==> src/rtl/ps2_key_tracker.sv <==
// rtl/ps2_key_tracker.sv - PS/2 set-2 scancode parser tracking Pong paddle keys and pause
// Decodes make/break/extended sequences and abandons stale prefixes after PREFIX_TIMEOUT cycles.
module ps2_key_tracker #(
    parameter int PREFIX_TIMEOUT = 50000,
    parameter int TW             = 20
) (
    input  logic       CLOCK_50,
    input  logic       reset,
    input  logic [7:0] received_data,
    input  logic       received_data_en,
    output logic       p1_up_held,
    output logic       p1_down_held,
    output logic       p2_up_held,
    output logic       p2_down_held,
    output logic [1:0] p1_move,
    output logic [1:0] p2_move,
    output logic       pause,
    output logic       key_event,
    output logic       timeout_err
);

    typedef enum logic [1:0] {
        IDLE    = 2'd0,
        EXT     = 2'd1,
        BRK     = 2'd2,
        EXT_BRK = 2'd3
    } state_t;

    localparam logic [7:0]    CODE_EXT   = 8'hE0;
    localparam logic [7:0]    CODE_BRK   = 8'hF0;
    localparam logic [7:0]    CODE_W     = 8'h1D;
    localparam logic [7:0]    CODE_S     = 8'h1B;
    localparam logic [7:0]    CODE_SPACE = 8'h29;
    localparam logic [7:0]    CODE_UP    = 8'h75;
    localparam logic [7:0]    CODE_DOWN  = 8'h72;
    localparam logic [TW-1:0] CNT_LAST   = TW'(PREFIX_TIMEOUT - 1);

    state_t        state_q, state_d;
    logic [TW-1:0] cnt_q, cnt_d;

    logic apply, apply_ext, apply_brk;

    logic       p1_up_q, p1_up_d;
    logic       p1_down_q, p1_down_d;
    logic       p2_up_q, p2_up_d;
    logic       p2_down_q, p2_down_d;
    logic [1:0] p1_move_q, p1_move_d;
    logic [1:0] p2_move_q, p2_move_d;
    logic       pause_q, pause_d;
    logic       space_held_q, space_held_d;
    logic       key_event_q, key_event_d;
    logic       timeout_err_q, timeout_err_d;

    function automatic logic [1:0] move_of(input logic up, input logic down);
        if (up && !down) begin
            return 2'b01;
        end else if (down && !up) begin
            return 2'b10;
        end
        return 2'b00;
    endfunction

    always_ff @(posedge CLOCK_50 or posedge reset) begin
        if (reset) begin
            state_q <= IDLE;
            cnt_q   <= '0;
        end else begin
            state_q <= state_d;
            cnt_q   <= cnt_d;
        end
    end

    // A strobe always wins over the timeout, so a byte landing on the last cycle is never lost.
    always_comb begin
        state_d       = state_q;
        cnt_d         = cnt_q;
        timeout_err_d = 1'b0;
        apply         = 1'b0;
        apply_ext     = (state_q == EXT) || (state_q == EXT_BRK);
        apply_brk     = (state_q == BRK) || (state_q == EXT_BRK);
        if (received_data_en) begin
            cnt_d = '0;
            if (received_data == CODE_EXT) begin
                state_d = EXT;
            end else if (received_data == CODE_BRK) begin
                state_d = apply_ext ? EXT_BRK : BRK;
            end else begin
                state_d = IDLE;
                apply   = 1'b1;
            end
        end else if (state_q != IDLE) begin
            if (cnt_q == CNT_LAST) begin
                state_d       = IDLE;
                cnt_d         = '0;
                timeout_err_d = 1'b1;
            end else begin
                cnt_d = cnt_q + TW'(1);
            end
        end else begin
            cnt_d = '0;
        end
    end

    always_comb begin
        p1_up_d      = p1_up_q;
        p1_down_d    = p1_down_q;
        p2_up_d      = p2_up_q;
        p2_down_d    = p2_down_q;
        pause_d      = pause_q;
        space_held_d = space_held_q;
        key_event_d  = 1'b0;
        if (apply) begin
            key_event_d = 1'b1;
            case ({apply_ext, received_data})
                {1'b0, CODE_W}:    p1_up_d   = !apply_brk;
                {1'b0, CODE_S}:    p1_down_d = !apply_brk;
                {1'b1, CODE_UP}:   p2_up_d   = !apply_brk;
                {1'b1, CODE_DOWN}: p2_down_d = !apply_brk;
                {1'b0, CODE_SPACE}: begin
                    if (apply_brk) begin
                        space_held_d = 1'b0;
                    end else if (!space_held_q) begin
                        pause_d      = !pause_q;
                        space_held_d = 1'b1;
                    end
                end
                default: key_event_d = 1'b0;
            endcase
        end
        p1_move_d = move_of(p1_up_d, p1_down_d);
        p2_move_d = move_of(p2_up_d, p2_down_d);
    end

    always_ff @(posedge CLOCK_50 or posedge reset) begin
        if (reset) begin
            p1_up_q       <= 1'b0;
            p1_down_q     <= 1'b0;
            p2_up_q       <= 1'b0;
            p2_down_q     <= 1'b0;
            p1_move_q     <= 2'b00;
            p2_move_q     <= 2'b00;
            pause_q       <= 1'b0;
            space_held_q  <= 1'b0;
            key_event_q   <= 1'b0;
            timeout_err_q <= 1'b0;
        end else begin
            p1_up_q       <= p1_up_d;
            p1_down_q     <= p1_down_d;
            p2_up_q       <= p2_up_d;
            p2_down_q     <= p2_down_d;
            p1_move_q     <= p1_move_d;
            p2_move_q     <= p2_move_d;
            pause_q       <= pause_d;
            space_held_q  <= space_held_d;
            key_event_q   <= key_event_d;
            timeout_err_q <= timeout_err_d;
        end
    end

    assign p1_up_held   = p1_up_q;
    assign p1_down_held = p1_down_q;
    assign p2_up_held   = p2_up_q;
    assign p2_down_held = p2_down_q;
    assign p1_move      = p1_move_q;
    assign p2_move      = p2_move_q;
    assign pause        = pause_q;
    assign key_event    = key_event_q;
    assign timeout_err  = timeout_err_q;

endmodule

==> config.mk <==
export PLATFORM = sky130hd
export DESIGN_NAME = ps2_key_tracker
export DESIGN_NICKNAME = d
export VERILOG_FILES = /design/src/rtl/ps2_key_tracker.sv
export SDC_FILE = /design/constraint.sdc
export NUM_CORES = 1
export LEC_CHECK = 0
export ABC_AREA = 1
export ABC_CLOCK_PERIOD_IN_PS = 4500
export BUFFER_PORTS_ARGS = -buffer_cell sky130_fd_sc_hd__buf_2
export CORE_ASPECT_RATIO = 0.75
export CORE_MARGIN = 5
export CORE_UTILIZATION = 40
export CTS_BUF_LIST = sky130_fd_sc_hd__clkbuf_8 sky130_fd_sc_hd__clkbuf_16
export CTS_CLUSTER_DIAMETER = 50
export DETAILED_ROUTE_END_ITERATION = 10
export PLACE_DENSITY = 0.62
export SYNTH_ARGS = -nofsm -noshare
export SYNTH_HDL_FRONTEND = slang
export SYNTH_SLANG_ARGS = --single-unit
==> constraint.sdc <==
create_clock -name CLOCK_50 -period 4.5 [get_ports CLOCK_50]
set_clock_uncertainty 0.1 [all_clocks]
set_input_delay 0.225 -clock CLOCK_50 [delete_from_list [all_inputs] [get_ports CLOCK_50]]
set_output_delay 0.225 -clock CLOCK_50 [all_outputs]
set_load 0.02 [all_outputs]
==> out/results.tsv <==
metric	value	unit
clkTransAtPathRegs	0.07	ns
number_of_antenna_violations_at_the_first_check_in_global_routing	0	
endpoint_required_time_on_the_critical_path	4.58	ns
wire_length_of_the_first_global_routing_pass	8.01	mm
worst_slew_pin_slew	0.421	ns
maxCapViolations	0	
diodes	0	
core_area	5320	um^2
drtPass1Iterations	4	
worst_slew_margin_rel	71.9	%
route.antenna.remaining_nets	0	
remaining_drc_errors	0	
cts_buffer_depth	2	
clk_latency	0.29	ns
yosys-top-cells-count	85 x sky130_fd_sc_hd__nand2_1, 54 x sky130_fd_sc_hd__nor2_1, 37 x sky130_fd_sc_hd__inv_1, 34 x sky130_fd_sc_hd__dfrtp_1, 23 x sky130_fd_sc_hd__nand3_1	
buffers_plus_inverters_on_the_worst_setup_path	0	
vias	1927	
critical_path_class	flop to flop	
dieArea	7060	um^2
starting_density_of_the_core	41.1	%
timing.critical_path.slowest_stage_cell	sky130_fd_sc_hd__dfrtp_1	
overflow	0	
routed_via_density	4.65	
leak_pwr	0.00115	uW
number_of_flops_mapped_to_enable_cells_by_yosys	0	
mappedNetlistNets	324	
ys_warn_count	0	
max_clock_freq	0.604	GHz
syn_area	2190	um^2
post-route-worst-setup-slack	2.84	ns
final_cell_count_no_fill	414	
floorplan.rows	23	
grt_pass1_vias	1692	
die-height	74.0	um
grt_max_degree	35	
async_reset_ff_share	100	%
synth.yosys.seq_area_share	38.9	%
fillers	535	
post_synth_main_area_contributors	sky130_fd_sc_hd__dfrtp_1 39%, sky130_fd_sc_hd__nand2_1 15%, sky130_fd_sc_hd__nor2_1 9.3%	
fin_nets	350	
dp_cells	405	
detail_route.iter0.violations	142	
post-synth-top-area-fraction	38.9	%
place.detailed.hpwl	3.68	mm
hold_path_class	primary input to flop	
netlist_instances	312	
routed_wirelength	4.58	mm
finalSetupTns	0	ns
final-max-slew-violation-count	0	
rsz_0062_raised_after_global_routing	no	
worst-path-max-fanout	6	
placedInstanceArea	2370	um^2
cts_max_level	2	
groute.usage.overall	14.7	%
worstSetupStartpointType	flop	
ys_seq_elements	34	
cts.sinks	34	
cts_root_buf	sky130_fd_sc_hd__clkbuf_8	
outcome	complete, no violations	
fin_worst_hold_slack	0.207	ns
worstPathCellList	ha_1, nand3_1, nor3_1, and2_1, nand3_1, nand2_1, nor2_1	
cts_setup_buffers	0	
power.density	250	nW/um^2
yosys.cell_count.top_type	sky130_fd_sc_hd__nand2_1	
die_width	95.4	um
area_delta_synth_final	13.1	%
finalInstanceArea	2470	um^2
layout-drive-gt1-share	19.8	%
portBuffers	21	
crit_arrival	1.74	ns
ioPinCount	22	
worstSetupEndpointType	flop	
clock_tree_from_tritoncts	built	
post-route-period-util	36.8	%
worst_path_most_repeated_cell	sky130_fd_sc_hd__nand3_1	
syn_avg_cell_area	7.01	um^2
synthDistinctLibCells	29	
routed_wire_length_per_instance	11.1	um
synth_ff_type	sky130_fd_sc_hd__dfrtp_1	
synth.largest_area_cell	sky130_fd_sc_hd__dfrtp_1	
post_cts_gate_resize_count	0	
critical-path-top-delay-family	simple AND/OR/NAND/NOR gates	
place_worst_setup_slack	2.84	ns
hold_viol_final	0	
report.final.setup_viol	0	
vdd_ir_drop_max	0.000183	V
gp_routability_congestion	0.839	
post-route-min-period	1.66	ns
critical-path-max-stage-delay	0.37	ns
numCtsBuffers	5	
## per-stage QoR
step                      util (%)  power [uW]
after floorplan                  -         369
after global placement        44.5         391
after detailed placement      44.5         392
after CTS                     46.4         627
after global routing          46.4         653
final                         46.4         618
## worst min-delay path: cells and delay by family
kind / cells / cell delay, ns
simple gates: 2 / 0.14
buf+inv: 1 / 0.19
## worst paths after layout
path | from | endpoint | slack, ns | depth (start not counted)
hold reg to reg | cnt_q[0] | cnt_q[0] | 0.36 | 1
max in group asynchronous | reset | space_held_q | 3.53 | 4
setup / recovery | cnt_q[0] | cnt_q[16] | 2.84 | 7
setup reg to reg | cnt_q[0] | cnt_q[16] | 2.84 | 7
hold / removal | received_data_en | state_q[0] | 0.21 | 3
min in group asynchronous | reset | cnt_q[13] | 0.46 | 4
## per-layer routing
| layer | share of wire [%] | global-route usage (%) |
|---|---|---|
| met1 | 57 | 23.4 |
| met2 | 37 | 18.7 |
| met3 | 5.2 | 4.04 |
| met4 | 1.1 | 4.80 |
| met5 | 0 | 0 |
## cell families after synthesis
kind of cell	share of synthesized area, %
XOR/XNOR	2.80
adder cells (fa/ha/maj)	0.572
flip-flops	38.9
buffers and inverters	8.53
AO/OA/AOI/OAI	3.49
AND/OR/NAND/NOR	45.7
## layout by cell type, fill, tap and decap left out, drive strengths merged, types with 4 or more instances in the layout
master,n
nand2,95
nor2,72
inv,43
dfrtp,34
nand3,23
buf,22
nand4,12
nor3,6
xor2,6
clkbuf,6
a21oi,4
o21ai,4
## area by class of cell
cell class              instances  area, um^2  share of cell area (%)
clock buffers                   6        82.6                    3.34
clock inverters                 2        12.5                   0.506
inverters                      43         161                    6.53
multi-input cells             231        1150                    46.5
flip-flops and latches         34         851                    34.4
well taps                      75        93.8                    3.80
repair buffers                 23         123                    4.96
## what timing repair did
item / in CTS / in global routing
hold buffers: 1 / 0
hold endpoints to repair: 34 / 0
endpoints found under the setup margin: 0 / 0
## where the power goes
group          internal (uW)  switching (uW)  total (uW)
combinational           20.0            46.9        66.9
clock                    123             110         233
sequential               313            5.54         318
total                    456             163         618
## flip-flops by register name, indices dropped and copies added, names as in the netlist
name          count
timeout_err       1
state_q           2
p1_down_held      1
cnt_q            20
p2_up_held        1
key_event         1
space_held_q      1
p1_move           2
p2_down_held      1
pause             1
p1_up_held        1
p2_move           2
(Power assumes the default switching activity.)
